### src/rtl/uart_tx_arb_pkg.sv
// uart_arb_pkg: shared FSM state type for the uart_tx_arb arbiter
package uart_arb_pkg;
  typedef enum logic [1:0] {IDLE, SEND, WAIT, DONE} arb_state_t;
endpackage

### src/rtl/uart_tx_arb_rr_pick.sv
// rr_pick: combinational round-robin picker (req, ptr -> one-hot gnt, binary idx, any)
module rr_pick #(
  parameter int NUM_REQ = 3,
  parameter int PTR_W = $clog2(NUM_REQ)
) (
  input  logic [NUM_REQ-1:0] req,
  input  logic [PTR_W-1:0]   ptr,
  output logic [NUM_REQ-1:0] gnt,
  output logic [PTR_W-1:0]   idx,
  output logic               any
);
  logic [NUM_REQ-1:0] rot;
  logic [PTR_W-1:0]   off;
  logic [PTR_W:0]     sum;
  // rotate the doubled vector so ptr lands at bit 0, then take the lowest set bit
  always_comb begin
    rot = NUM_REQ'({req, req} >> ptr);
    off = '0;
    for (int i = NUM_REQ - 1; i >= 0; i--) off = rot[i] ? PTR_W'(i) : off;
    sum = {1'b0, off} + {1'b0, ptr};
    idx = sum >= (PTR_W+1)'(NUM_REQ) ? PTR_W'(sum - (PTR_W+1)'(NUM_REQ)) : sum[PTR_W-1:0];
  end
  assign any = |req;
  assign gnt = any ? NUM_REQ'(1) << idx : '0;
endmodule

### src/rtl/uart_tx_arb.sv
// uart_tx_arb: round-robin arbiter feeding requester packets byte-by-byte to one UART_tx
//   req/pkt_len/pkt_data in from requesters, grant/done back to them,
//   trmt/tx_data out to UART_tx, tx_done in from UART_tx (rising edge used)
module uart_tx_arb
  import uart_arb_pkg::*;
#(
  parameter int NUM_REQ = 3,
  parameter int MAX_BYTES = 4,
  parameter int LEN_W = $clog2(MAX_BYTES + 1)
) (
  input  logic                         clk,
  input  logic                         rst,
  input  logic [NUM_REQ-1:0]           req,
  input  logic [NUM_REQ*LEN_W-1:0]     pkt_len,
  input  logic [NUM_REQ*MAX_BYTES*8-1:0] pkt_data,
  output logic [NUM_REQ-1:0]           grant,
  output logic [NUM_REQ-1:0]           done,
  output logic                         trmt,
  output logic [7:0]                   tx_data,
  input  logic                         tx_done
);
  localparam int PTR_W = $clog2(NUM_REQ);
  localparam int PKT_W = MAX_BYTES * 8;
  arb_state_t         state;
  logic [PKT_W-1:0]   shreg;
  logic [PKT_W-1:0]   sel_data;
  logic [LEN_W-1:0]   rem;
  logic [LEN_W-1:0]   sel_len;
  logic [LEN_W-1:0]   clamp;
  logic [PTR_W-1:0]   ptr;
  logic [PTR_W-1:0]   gidx;
  logic [PTR_W-1:0]   pick_idx;
  logic [NUM_REQ-1:0] pick_gnt;
  logic               pick_any;
  logic               tx_done_q;
  logic               rise;
  rr_pick #(.NUM_REQ(NUM_REQ)) u_pick (
    .req(req),
    .ptr(ptr),
    .gnt(pick_gnt),
    .idx(pick_idx),
    .any(pick_any)
  );
  assign sel_len  = pkt_len[pick_idx*LEN_W +: LEN_W];
  assign sel_data = pkt_data[pick_idx*PKT_W +: PKT_W];
  assign clamp    = sel_len > LEN_W'(MAX_BYTES) ? LEN_W'(MAX_BYTES) : sel_len;
  assign rise     = tx_done & ~tx_done_q;
  // current byte always sits in the low byte of the shift register
  assign tx_data  = shreg[7:0];
  always_ff @(posedge clk) begin
    if (rst) begin
      state     <= IDLE;
      grant     <= '0;
      done      <= '0;
      trmt      <= 1'b0;
      shreg     <= '0;
      rem       <= '0;
      ptr       <= '0;
      gidx      <= '0;
      tx_done_q <= 1'b0;
    end else begin
      tx_done_q <= tx_done;
      done      <= '0;
      trmt      <= 1'b0;
      case (state)
        IDLE: if (pick_any) begin
          grant <= pick_gnt;
          gidx  <= pick_idx;
          shreg <= sel_data;
          rem   <= clamp;
          state <= clamp == '0 ? DONE : SEND;
          trmt  <= clamp != '0;
          done  <= clamp == '0 ? pick_gnt : '0;
        end
        SEND: state <= WAIT;
        WAIT: if (rise) begin
          shreg <= shreg >> 8;
          rem   <= rem - 1'b1;
          state <= rem == LEN_W'(1) ? DONE : SEND;
          trmt  <= rem != LEN_W'(1);
          done  <= rem == LEN_W'(1) ? grant : '0;
        end
        DONE: begin
          grant <= '0;
          ptr   <= gidx == PTR_W'(NUM_REQ - 1) ? '0 : gidx + 1'b1;
          state <= IDLE;
        end
      endcase
    end
  end
endmodule

### config.mk
export PLATFORM = sky130hd
export DESIGN_NAME = uart_tx_arb
export DESIGN_NICKNAME = d
export VERILOG_FILES = /design/src/rtl/uart_tx_arb_pkg.sv /design/src/rtl/uart_tx_arb_rr_pick.sv /design/src/rtl/uart_tx_arb.sv
export SDC_FILE = /design/constraint.sdc
export NUM_CORES = 1
export LEC_CHECK = 0
export BUFFER_PORTS_ARGS = -buffer_cell sky130_fd_sc_hd__buf_2
export CAP_MARGIN = 0
export CORE_UTILIZATION = 50
export DETAILED_ROUTE_END_ITERATION = 8
export PLACE_DENSITY = 0.76
export RECOVER_POWER = 25
export SLEW_MARGIN = 0
export SYNTH_ARGS = -nofsm -noshare
export SYNTH_HDL_FRONTEND = slang
export SYNTH_SLANG_ARGS = --single-unit
export TNS_END_PERCENT = 1
### constraint.sdc
create_clock -name clk -period 5.7 [get_ports clk]
set_clock_uncertainty 0.05 [all_clocks]
set_input_delay 0.57 -clock clk [delete_from_list [all_inputs] [get_ports clk]]
set_output_delay 0.57 -clock clk [all_outputs]
set_load 0.01 [all_outputs]
# After elaboration in Yosys (flattened, before gate mapping)
# Cells that the tools add are included.
# word_totals
reg_bits,49
inputBits,111
output_inout_bits,15
wordCells,67
# classes
n_addsub,4
mul,1
magnitude_cmp,2
eq_ne,8
shift,4
n_mux,27
bitwise_logic,2
n_reduce_logical,10
# ops
cell,n
96-bit by 8-bit indexed part select with 32-bit output,1
32-bit 2-to-1 mux,2
32-bit one-hot mux with 2 select lines,1
3-bit 2-to-1 mux,8
2-bit 2-to-1 mux,9
3-bit one-hot mux with 2 select lines,3
9-bit by 5-bit indexed part select with 3-bit output,1
2-bit one-hot mux with 4 select lines,1
2-bit equality test (second input constant),3
2-bit AND reduction,3
6-bit by 2-bit right shift with 3-bit output,1
2-bit by 2-bit multiplier with 4-bit output (second input constant),1
2-bit != test (second input constant),2
2-bit nonzero test,2
2-bit by 2-bit adder with 3-bit output,1
3-bit by 1-bit equality test with 1-bit output (second input constant),1
3-bit by 2-bit greater-or-equal comparator with 1-bit output (second input constant),1
3-bit greater-than comparator (second input constant),1
3-bit logical NOT,1
3-bit by 1-bit != test with 1-bit output (second input constant),1
3-bit AND reduction,1
3-bit nonzero test,1
3-bit OR reduction,1
1-bit by 2-bit left shift with 3-bit output (first input constant),1
9 further kinds,10

# Logic depth before layout (Yosys ltp)
# Gate-level depths: netlist of the first run.
# depth
ltp_word,15
ltp_mapped,16

# Cells and area by module
# From an unflattened synthesis of the first run, not the netlist that was laid out.
# unflattened
hier_cells,390
area_unflattened_um2,3333.2
# by_module_without_submodules
module,instances,cells_per_inst,area_per_inst_um2,seq_area_each_um2
uart_tx_arb,1,363,3100.5,980.9
rr_pick,1,27,232.7,0.0

# Worst setup path after synthesis of the first run
# No wires, ideal clock.
# synth_path
kind,input port to flip-flop
start,in req[1]
end,reg rem[0]
arrival_ns,3.412
t_required_ns,5.581
path_slack_ns,2.169
path_stages,14
n_path_buf,1
path_cell_list,nor2b_1 a22oi_1 a21oi_1 ha_1 inv_1 fa_1 inv_1 ha_1 nand3b_2 o211a_1 buf_6 a222oi_1 or4b_1 o21ai_1
# synth_between
elab_chain_cells,13
elab_cells_between_ends,17
cone_classes,add/sub: 2; mul: 1; order compare: 2; eq/ne: 1; shift: 2; mux: 7; reduce/logical: 2
# synth_rtl
item,line,source
"start, declared",uart_tx_arb.sv:13,"input logic [NUM_REQ-1:0] req,"
6-bit by 2-bit right shift with 3-bit output,uart_tx_arb_rr_pick.sv:17,"rot = NUM_REQ'({req, req} >> ptr);"
2-bit 2-to-1 mux (3 in a row),uart_tx_arb_rr_pick.sv:19,for (int i = NUM_REQ - 1; i >= 0; i--) off = rot[i] ? PTR_W'(i) : off;
2-bit by 2-bit adder with 3-bit output,uart_tx_arb_rr_pick.sv:20,"sum = {1'b0, off} + {1'b0, ptr};"
3-bit by 2-bit greater-or-equal comparator with 1-bit output or 2-bit subtractor (tied branches),uart_tx_arb_rr_pick.sv:21,idx = sum >= (PTR_W+1)'(NUM_REQ) ? PTR_W'(sum - (PTR_W+1)'(NUM_REQ)) : sum[PTR_W-1:0];
2-bit 2-to-1 mux,uart_tx_arb_rr_pick.sv:21,
2-bit by 2-bit multiplier with 4-bit output,uart_tx_arb.sv:44,assign sel_len = pkt_len[pick_idx*LEN_W +: LEN_W];
9-bit by 5-bit indexed part select with 3-bit output,uart_tx_arb.sv:44,
3-bit greater-than comparator,uart_tx_arb.sv:46,assign clamp = sel_len > LEN_W'(MAX_BYTES) ? LEN_W'(MAX_BYTES) : sel_len;
3-bit 2-to-1 mux,uart_tx_arb.sv:46,
3-bit 2-to-1 mux,uart_tx_arb.sv:66,IDLE: if (pick_any) begin
3-bit one-hot mux with 2 select lines,uart_tx_arb.sv:65,case (state)
"end signal, assigned",uart_tx_arb.sv:70,rem <= clamp;
"end signal, assigned",uart_tx_arb.sv:78,rem <= rem - 1'b1;
"end, declared",uart_tx_arb.sv:27,logic [LEN_W-1:0] rem;
# Several ways; a longest one is shown, not always the timed one. The select of a mux whose other input is x is not followed.
# A chain may end at the register's enable or synchronous reset.

# Final worst setup path of the first run
# layout_path
start,reg ptr[1]
end,reg rem[0]
# layout_between
elab_chain_cells,13
elab_cells_between_ends,14
cone_classes,add/sub: 2; mul: 1; order compare: 2; shift: 2; mux: 7
# layout_rtl
item,line,source
"start, declared",uart_tx_arb.sv:30,logic [PTR_W-1:0] ptr;
"start signal, assigned",uart_tx_arb.sv:85,ptr <= gidx == PTR_W'(NUM_REQ - 1) ? '0 : gidx + 1'b1;
6-bit by 2-bit right shift with 3-bit output,uart_tx_arb_rr_pick.sv:17,
2-bit 2-to-1 mux (3 in a row),uart_tx_arb_rr_pick.sv:19,
2-bit by 2-bit adder with 3-bit output *,uart_tx_arb_rr_pick.sv:20,
3-bit by 2-bit greater-or-equal comparator with 1-bit output or 2-bit subtractor (tied branches),uart_tx_arb_rr_pick.sv:21,
2-bit 2-to-1 mux *,uart_tx_arb_rr_pick.sv:21,
2-bit by 2-bit multiplier with 4-bit output *,uart_tx_arb.sv:44,
9-bit by 5-bit indexed part select with 3-bit output *,uart_tx_arb.sv:44,
3-bit greater-than comparator,uart_tx_arb.sv:46,
3-bit 2-to-1 mux *,uart_tx_arb.sv:46,
3-bit 2-to-1 mux *,uart_tx_arb.sv:66,
3-bit one-hot mux with 2 select lines *,uart_tx_arb.sv:65,
# Every way passes the cells marked *; elsewhere a longest branch is shown, timed or not. The select of a mux whose other input is x is not followed.

==> run metrics, run 1 <==
CP required 5.88 ns; Cell variety after synth 50; I/O Buffers 125; cell taking the most area after synthesis dfxtp_1; Skew-Pair Late Insertion Delay 0.29 ns; initial antenna violation count 0; CTS tree built; synthesis-stage register bit count 49; sequential fraction of design power 0.341; Largest stage delay, worst path 0.67 ns; Critical Path Most Common Cell inv_1; WP buf/inv 3; Final setup viols 0; Final Net Count 646; max-cap violation count 0; pwr dens 368.7 nW/um^2; share of the synthesized area in the top cell type 0.2785; synthesized area 3522 sq um; pre-CTS setup slack 0.9790 ns; total CTS buffers 5; post-synthesis net count 557; remaining routing DRC violations 0; P_sw 0.0006605 W; Area Overhead vs Synth 18.47%; endpoint type of the worst setup path flop; layout cell share with drive strength beyond 1 0.2486; n_diodes 0; clock tree buffer depth 2; worst slew pin tran 0.8681 ns; Die Width 85.93 um; internal power 0.0008778 W; vias 3,774; Pins Over Slew Limit 0; WL/cell 15.70 um; initial drt markers 240; IO Count 126; Design Power 0.001538 W; DIE HEIGHT 85.93 um; Core Region 6794 sq um; minimum clock period after layout 4.519 ns; First-pass DRT Iterations 5; synth warn 0; register clock-pin slew on the reported worst setup and hold paths 0.09 ns; clk sink count 49; worst rel slew slack 0.4213; f_max 221.3 MHz; power share of the clock group 0.142; die area 7384 sq um; largest net degree at the start of global routing 57; outcome complete, no violations; CP Cell Sequence inv_1 > nor2_1 > a211oi_1 > a21oi_1 > ha_2 > inv_1 > fa_1 > inv_1 > ha_1 > nand3b_2 > o211a_1 > a222oi_1 > or4b_1 > o21ai_1; num rows 30; register area share after synthesis 0.2785; setup TNS 0 ns; syn avg cell area 7.987 sq um; CP max-delay cell a222oi_1; first-pass GRT wire length 15.80 mm; delay-heaviest family, CP compound AO/OA/AOI/OAI gates; htree depth 2; hold crit path type flop to flop; cell count after synthesis 441; WS Path Type flop to flop; clk root buf clkbuf_8; GP Congestion 0.9192; synth top area cells dfxtp_1, mux2i_1, o21ai_0; Critical Path Fanout Max 28; Post-CTS Hold Buffers 0; final period utilization 0.7927; Leak Pwr 1.661 nW; Comb pwr share 0.518; vias in the first global route 3,437; global route overflow 0; DP Wirelength 7.148 mm; Hold Slack 0.4170 ns; All-Layer GR Usage 0.2614; RSZ-0062 raised after global routing false; final hold violation count 0; Critical Path Start Type flop; final wirelength 9.842 mm; critical path arrival 4.70 ns; Max VDD drop 0.0002587 V; Via density 6.019; Post-DRT Antenna Nets 0; Sw Ratio 0.4294; Starting Density 0.5184; Post-CTS Resized 0; post-CTS setup buffer count 0; worst setup margin 1.181 ns
==> layer usage <==
layer  GRT usage  vias to the layer above  wire (um)
met5           0                        -          0
met4     0.07879                        0        257
met3     0.03272                       23        518
met2      0.4661                      152       4791
met1      0.3276                     1742       4274
li1            -                     1857          -
==> sequential cells by signal (all words and copies together), names as in the netlist, 2 cells and up <==
name   cells
state      2
gidx       2
grant      3
rem        3
done       3
shreg     32
ptr        2
==> tightest hold or removal path, stage by stage (launching register included) <==
cell,delay [ns]
dfxtp_1,0.31
nand3_1,0.06
o31ai_1,0.05
==> placed cells by master, fill, tap and decap left out, types with 2 or more instances in the layout <==
master	n
buf_2	111
o21ai_0	75
mux2i_1	54
dfxtp_1	49
nand2_1	30
nand3_1	25
o31ai_1	25
a221oi_1	23
nor2_1	14
clkbuf_1	14
a21oi_1	13
inv_1	8
clkbuf_8	7
nand2b_1	6
a22oi_1	6
buf_4	6
a32oi_1	5
o21ai_1	5
nor2b_1	4
a211oi_1	4
nor3b_1	3
a222oi_1	3
mux2_2	3
ha_1	3
nor4_1	2
nor4b_1	2
or3_1	2
and3_1	2
nor3_1	2
a32o_1	2
and2_1	2
a31oi_1	2
==> power groups by stage <==
stage / logic [W] / registers (W) / clock network (W)
2_1_floorplan: 0.000628 / 0.000511 / 0
3_3_place_gp: 0.000778 / 0.000523 / 0
3_5_place_dp: 0.000796 / 0.000528 / 0
4_1_cts: 0.000799 / 0.000521 / 0.000222
5_1_grt: 0.000874 / 0.000537 / 0.000237
6_report: 0.000796 / 0.000524 / 0.000218
==> through the flow <==
stage | cells | cell area [sq um] | util
6_report | 627 | 4173 | 0.6142
5_1_grt | 627 | 4173 | 0.6142
4_1_cts | 627 | 4190 | 0.6168
3_5_place_dp | 619 | 4089 | 0.6018
3_3_place_gp | 619 | 4089 | 0.6018
2_1_floorplan | 441 | 3522 | -
==> final timing paths <==
path | cells past startpoint | from | end | slack [ns]
worst min register to register | 2 | shreg[0] | shreg[0] | 0.42
worst min-delay path | 2 | shreg[0] | shreg[0] | 0.42
worst max-delay path | 14 | ptr[1] | rem[0] | 1.18
worst max register to register | 14 | ptr[1] | rem[0] | 1.18
==> logic make-up after synthesis <==
kind of cell,synth area share
and+or+nand+nor,0.1467
AOI/OAI and AO/OA,0.3158
muxes,0.1631
adders and majority gates,0.01989
buffers and inverters,0.07602
DFF,0.2785
==> Yosys cell counts (all sizes together) <==
| cell | count |
|---|---|
| nand3 | 25 |
| nor3b | 3 |
| a21boi | 1 |
| nand4b | 1 |
| nand3b | 2 |
| nor2 | 14 |
| and2 | 3 |
| clkbuf | 30 |
| o221ai | 1 |
| mux2 | 3 |
| mux2i | 54 |
| a32o | 2 |
| or3 | 2 |
| or4b | 1 |
| a221oi | 23 |
| dfxtp | 49 |
| nand4bb | 1 |
| a222oi | 3 |
| a2bb2oi | 1 |
| ha | 4 |
| fa | 1 |
| a31o | 1 |
| o211a | 1 |
| a21oi | 13 |
| buf | 19 |
| nor3 | 2 |
| and3b | 1 |
| inv | 8 |
| o21a | 1 |
| nor4 | 2 |
| o21ai | 80 |
| a32oi | 5 |
| nor2b | 4 |
| o31ai | 25 |
| a31oi | 2 |
| nor4b | 2 |
| o311a | 1 |
| a22oi | 6 |
| nand2 | 30 |
| and3 | 2 |
| a211oi | 4 |
| a22o | 1 |
| o22ai | 1 |
| nand2b | 6 |
==> final cells by class <==
| cell class | instances | area, sq um |
|---|---|---|
| multi-input combinational | 335 | 2287 |
| timing repair buffer | 131 | 653.1 |
| clock buffer | 7 | 96.34 |
| tap | 96 | 120.1 |
| fill | 658 | 2621 |
| sequential | 49 | 980.9 |
| inverter | 8 | 30.03 |
| clock inverter | 1 | 5.005 |
(Power assumes the default switching activity.)
==> run 2, diff against run 1 <==
--- a/config.mk
+++ b/config.mk
@@ -5,11 +5,12 @@
 export SDC_FILE = /design/constraint.sdc
 export NUM_CORES = 1
 export LEC_CHECK = 0
+export ABC_AREA = 1
 export BUFFER_PORTS_ARGS = -buffer_cell sky130_fd_sc_hd__buf_2
 export CAP_MARGIN = 0
-export CORE_UTILIZATION = 50
+export CORE_UTILIZATION = 49
 export DETAILED_ROUTE_END_ITERATION = 8
-export PLACE_DENSITY = 0.76
+export PLACE_DENSITY = 0.77
 export RECOVER_POWER = 25
 export SLEW_MARGIN = 0
 export SYNTH_ARGS = -nofsm -noshare
==> constraint.sdc (replaced) <==
create_clock -name clk -period 4.4 [get_ports clk]
set_clock_uncertainty 0.05 [all_clocks]
set_input_delay 0.44 -clock clk [delete_from_list [all_inputs] [get_ports clk]]
set_output_delay 0.44 -clock clk [all_outputs]
set_load 0.01 [all_outputs]
==> run metrics, run 2 <==
Most flops, register shreg; num rows 28 (-6.7%); WS Path Type flop to flop; Core Region 6061 sq um (-11%); pwr dens 678.0 nW/um^2 (+84%); DIE HEIGHT 82.30 um (-4.2%); post-synthesis net count 556 (-0.18%); critical path arrival 3.70 ns (-1.00 ns); Starting Density 0.5213 (+0.002847); WL/cell 12.84 um (-18%); Critical Path Start Type flop; n_diodes 0 (unchanged); worst slew pin tran 0.9631 ns (+0.09499 ns); Pins Over Slew Limit 0 (unchanged); synth warn 0 (unchanged); CTS tree built; area of the multi-input gates 1770 sq um (-23%); clock tree buffer depth 2 (unchanged); hold path start tx_done; minimum clock period after layout 3.535 ns (-0.9840 ns); design area 3700 sq um (-11%); htree depth 2 (unchanged); top_reg_cell synth dfxtp_1; Post-synth EDFFs 0 (unchanged); Critical Path Fanout Max 32 (+14%); first-pass GRT wire length 12.46 mm (-21%); WP buf/inv 4 (+1); RSZ-0062 raised after global routing false; clk root buf clkbuf_8; All-Layer GR Usage 0.2393 (-0.02210); I/O Buffers 125 (unchanged); max reg flops 32 (unchanged); Die Width 82.30 um (-4.2%); final hold violation count 0 (unchanged); remaining routing DRC violations 0 (unchanged); vias in the first global route 2,891 (-16%); Via density 5.270 (-12%); Skew-Pair Late Insertion Delay 0.31 ns (+0.02 ns); final period utilization 0.8033 (+0.01058); FF-to-FF End shreg[14]; final wirelength 7.886 mm (-20%); Cell variety after synth 42 (-16%); Post-Layout Cell Count 614 (-2.1%); Post-CTS Resized 0 (unchanged); hold crit path type input port to flop; fillers 596 (-9.4%); Hold EP tx_done_q; synth top area cells dfxtp_1, nand2_1, nand3_1; Max VDD drop 0.0003735 V (+44%); Design Power 0.002509 W (+63%); initial drt markers 143 (-40%); initial antenna violation count 0 (unchanged); synthesis-stage register bit count 49 (unchanged); global route overflow 0 (unchanged); setup TNS 0 ns (unchanged); CP Cell Sequence o21ai_0 > nand2_1 > a22oi_1 > ha_1 > inv_1 > fa_1 > inv_1 > ha_1 > inv_2 > nand3_2 > nand2_4 > nand2_1 > inv_2 > nand2_1 > nand3_2 > nand3_1 > a21oi_1; commonest cells in the netlist nand2_1, nand3_1, dfxtp_1; most frequent cells in the layout nand2_1, buf_2, nand3_1; syn avg cell area 7.180 sq um (-10%); vias 3,236 (-14%); DP Area 3603 sq um (-12%); pre-CTS setup slack 0.7200 ns (-0.2590 ns); leading cell type in the layout, fill and taps excluded nand2_1; R2R Setup Slk 0.87 ns (-0.32 ns); outcome complete, no violations; Leak Pwr 1.774 nW (+6.8%); register area share after synthesis 0.3105 (+0.03199); Placed Cells incl. Taps 606 (-2.1%); Final setup viols 0 (unchanged); First-pass DRT Iterations 4 (-1); max-cap violation count 0 (unchanged); synthesized area 3159 sq um (-10%); Critical R2R Launch ptr[0]; post-CTS setup buffer count 0 (unchanged); worst setup margin 0.8654 ns (-0.3160 ns); asr flop ratio synth 0 (unchanged); CP max-delay cell fa_1; GP Congestion 0.8625 (-6.2%); R2R depth 17 (+3); Critical Path Most Common Cell nand2_1; layout cell share with drive strength beyond 1 0.2931 (+0.04455); Post-DRT Antenna Nets 0 (unchanged); IO Count 126 (unchanged); clk sink count 49 (unchanged); DP Wirelength 5.755 mm (-19%); cell taking the most area after synthesis dfxtp_1; most frequent cell after synthesis nand2_1; share of the synthesized area in the top cell type 0.3105 (+0.03199); CP required 4.57 ns (-1.31 ns); die area 6772 sq um (-8.3%); register clock-pin slew on the reported worst setup and hold paths 0.09 ns (about the same); Area Overhead vs Synth 17.11%; Post-CTS Hold Buffers 0 (unchanged); cell count after synthesis 440 (-0.23%); f_max 282.9 MHz (+28%); Reg area 980.9 sq um (unchanged); Final Net Count 654 (+1.2%); delay-heaviest family, CP adder cells; endpoint type of the worst setup path flop; worst rel slew slack 0.3579 (-0.06333); hold-critical path depth 3 (+1); Largest stage delay, worst path 0.55 ns (-0.12 ns); largest net degree at the start of global routing 34 (-40%); total CTS buffers 5 (unchanged)
run 2: changes by cell type in the layout (fill, tap and decap cells not counted), sizes merged, moves of 21 or more:
cell    previous run  this run
o211ai             0        21
a221oi            23         1
nand3             25        58
o21ai             80        19
o31ai             25         0
mux2i             54         0
nand2             30       133
a21oi             13        36
inv                8        34
run 2: area by class of cell:
| cell class | count | area share |
|---|---|---|
| Sequential cell | 49 | 0.2651 |
| Inverter | 34 | 0.03585 |
| Tap cell | 75 | 0.02536 |
| Clock buffer | 5 | 0.01860 |
| Timing Repair Buffer | 125 | 0.1640 |
| Multi-Input combinational cell | 323 | 0.4785 |
| Clock inverter | 3 | 0.01251 |
run 2: how the worst max path moves through the flow:
stage                     end    from  slack [ns]  cells after the start
finish              shreg[14]  ptr[0]        0.87                     17
global route        shreg[14]  ptr[0]        0.45                     18
CTS                 shreg[14]  ptr[0]        0.85                     17
detailed placement  shreg[14]  req[0]        0.72                     18
global placement    shreg[14]  req[0]        0.81                     18
floorplan           shreg[30]  req[1]        1.30                     20
run 2: stage by stage:
stage / utilization / hold slack (ns)
after floorplan: - / 0.3899
after global placement: 0.5946 / 0.4037
after detailed placement: 0.5946 / 0.4052
after CTS: 0.6135 / 0.3159
after global routing: 0.6104 / 0.3439
final: 0.6104 / 0.3241
run 2: worst reg2reg max path, delay by kind of cell (launching register included):
kind / cells / cell delay [ns]
AO/OA/AOI/OAI: 3 / 0.61
adder cells (fa/ha/maj): 3 / 0.95
buffers and inverters: 4 / 0.61
flip-flops: 1 / 0.38
AND/OR/NAND/NOR: 7 / 0.85
run 2: layer usage:
| layer | global-route usage | routed length (um) |
|---|---|---|
| met1 | 0.2768 | 3401 |
| met2 | 0.4446 | 3948 |
| met3 | 0.03736 | 430 |
| met4 | 0.07895 | 106 |
| met5 | 0 | 0 |
run 2: kinds of logic (layout without fill, tap and decap cells):
| family | Yosys count | count (layout) | synth area share |
|---|---|---|---|
| AO/OA/AOI/OAI | 91 | 91 | 0.1929 |
| XOR/XNOR | 1 | 1 | 0.002773 |
| flip-flops | 49 | 49 | 0.3105 |
| adder cells (fa/ha/maj) | 5 | 5 | 0.02218 |
| AND/OR/NAND/NOR | 226 | 226 | 0.3426 |
| buffers and inverters | 68 | 167 | 0.1291 |
run 2: report_power, final:
group	total (W)	internal (W)	switching [W]
Combinational	0.00152	0.000512	0.00100
Clock	0.000323	0.000170	0.000153
Sequential	0.000670	0.000588	0.0000816
Total	0.00251	0.00127	0.00124
==> run 3, diff against run 2 <==
--- a/config.mk
+++ b/config.mk
@@ -5,12 +5,12 @@
 export SDC_FILE = /design/constraint.sdc
 export NUM_CORES = 1
 export LEC_CHECK = 0
-export ABC_AREA = 1
+export ABC_AREA = 0
 export BUFFER_PORTS_ARGS = -buffer_cell sky130_fd_sc_hd__buf_2
 export CAP_MARGIN = 0
-export CORE_UTILIZATION = 49
+export CORE_UTILIZATION = 46
 export DETAILED_ROUTE_END_ITERATION = 8
-export PLACE_DENSITY = 0.77
+export PLACE_DENSITY = 0.74
 export RECOVER_POWER = 25
 export SLEW_MARGIN = 0
 export SYNTH_ARGS = -nofsm -noshare
==> constraint.sdc (replaced) <==
create_clock -name clk -period 2.9 [get_ports clk]
set_clock_uncertainty 0.05 [all_clocks]
set_input_delay 0.29 -clock clk [delete_from_list [all_inputs] [get_ports clk]]
set_output_delay 0.29 -clock clk [all_outputs]
set_load 0.01 [all_outputs]
==> run metrics, run 3 (synthesized netlist as in run 1, its figures left out) <==
outcome finished, violations left; failing checks setup timing; vias 3,912 (+21%); Critical Path Start Type flop; Pins Over Slew Limit 0 (unchanged); GP Congestion 0.9498 (+10%); critical path arrival 3.36 ns (-0.34 ns); P_sw 0.001444 W (+17%); Post-CTS Hold Buffers 0 (unchanged); clk sink count 49 (unchanged); Starting Density 0.4805 (-0.04081); Sw Ratio 0.4275 (-0.06618); Final Net Count 677 (+3.5%); First-pass DRT Iterations 5 (+1); final hold violation count 0 (unchanged); first-pass GRT wire length 17.06 mm (+37%); final period utilization 1.088 (+0.2852); register clock-pin slew on the reported worst setup and hold paths 0.10 ns (about the same); f_max 316.8 MHz (+12%); Most flops, register shreg; DP Wirelength 8.005 mm (+39%); CP Cell Sequence inv_4 > nor2_1 > a211oi_1 > a21oi_1 > ha_2 > inv_2 > fa_2 > inv_2 > ha_4 > nand3b_4 > mux2i_2 > a222oi_1 > buf_4 > or4b_1 > o21ai_1; Largest stage delay, worst path 0.53 ns (-0.02 ns); Post-Layout Cell Count 661 (+7.7%); WL/cell 16.45 um (+28%); Design Power 0.003378 W (+35%); Die Width 89.51 um (+8.8%); RSZ-0062 raised after global routing true; initial drt markers 203 (+42%); initial antenna violation count 0 (unchanged); endpoint type of the worst setup path flop; Post-DRT Antenna Nets 0 (unchanged); post-CTS setup buffer count 0 (unchanged); Skew-Pair Late Insertion Delay 0.31 ns (about the same); largest net degree at the start of global routing 51 (+50%); num rows 31 (+11%); clk root buf clkbuf_8; Util after Layout 0.6267 (+0.01628); power share of the clock group 0.122 (-0.007); remaining routing DRC violations 0 (unchanged); Max VDD drop 0.0003866 V (+3.5%); final wirelength 10.87 mm (+38%); WS Path Type flop to flop; I/O Buffers 125 (unchanged); sequential fraction of design power 0.305 (+0.038); Leak Pwr 1.890 nW (+6.5%); global route overflow 0 (unchanged); clock tree buffer depth 2 (unchanged); CP required 3.10 ns (-1.47 ns); hold crit path type input port to flop; CTS tree built; leading cell type in the layout, fill and taps excluded buf_2; max reg flops 32 (unchanged); vias in the first global route 3,618 (+25%); total CTS buffers 5 (unchanged); die area 8011 sq um (+18%); Comb pwr share 0.573 (-0.031); Critical Path Most Common Cell inv_2; Placed Cells incl. Taps 653 (+7.8%); max-cap violation count 0 (unchanged); most frequent cells in the layout buf_2, o21ai_0, mux2i_1; minimum clock period after layout 3.157 ns (-0.3780 ns); CP max-delay cell fa_2; Core Region 7331 sq um (+21%); All-Layer GR Usage 0.2769 (+0.03758); Via density 5.918 (+12%); Area Overhead vs Synth 30.44%; Critical Path Fanout Max 7 (-78%); worst setup margin -0.2566 ns (-1.122 ns); pwr dens 735.3 nW/um^2 (+8.4%); htree depth 2 (unchanged); pre-CTS setup slack -0.4397 ns (-1.160 ns); worst rel slew slack 0.4927 (+0.1347); IO Count 126 (unchanged); worst slew pin tran 0.7602 ns (-0.2030 ns); n_diodes 0 (unchanged); DIE HEIGHT 89.51 um (+8.8%); internal power 0.001934 W (+52%); Final setup viols 33 (+33); layout cell share with drive strength beyond 1 0.3541 (+0.06096)
## run 3: worst paths after layout
kind	from	end	slack (ns)	cells after the start
worst max-delay path	ptr[1]	rem[0]	-0.26	15
worst min-delay path	pkt_data[56]	shreg[24]	0.15	3
worst max register to register	ptr[1]	rem[0]	-0.26	15
worst min register to register	shreg[19]	shreg[19]	0.42	2
## run 3: layout make-up
class / instances / area (sq um)
Clock buffer: 6 / 72.57
Inverter: 8 / 32.53
Sequential cell: 49 / 984.7
Fill cell: 661 / 2736
Tap cell: 99 / 123.9
Timing Repair Buffer: 162 / 952.2
Clock inverter: 2 / 13.76
Multi-Input combinational cell: 335 / 2415
## run 3: what timing repair did
action	4_1_cts	5_1_grt
resized for setup	18	7
pin swaps	6	3
endpoints found under the setup margin	43	44
## run 3: worst max-delay path: cells and delay by family (launching register included)
family,cells,cell delay (ns)
compound gates,4,0.57
fa+ha+maj,3,0.88
buf+inv,4,0.30
flops,1,0.41
mux,1,0.18
simple gates,3,0.70
## run 3: power by group through the flow
stage          sequential, W  clock, W  combinational (W)
2_1_floorplan        0.00100         0            0.00126
3_3_place_gp         0.00104         0            0.00179
3_5_place_dp         0.00104         0            0.00183
4_1_cts              0.00103  0.000415            0.00191
5_1_grt              0.00106  0.000446            0.00212
6_report             0.00103  0.000412            0.00194
## run 3: per-stage QoR
stage	setup TNS [ns]	cell area, sq um	hold WS (ns)
2_1_floorplan	-1.532	3557	0.3682
3_3_place_gp	-10.02	4398	0.3997
3_5_place_dp	-13.29	4398	0.4053
4_1_cts	-1.986	4568	0.1486
5_1_grt	-10.75	4594	0.1575
6_report	-2.350	4594	0.1450
## run 3: metal layers
layer,up-vias,part of all wire,global-route usage
li1,1919,-,-
met1,1820,0.42,0.3239
met2,142,0.50,0.4997
met3,31,0.054,0.05078
met4,0,0.033,0.1082
met5,-,0,0
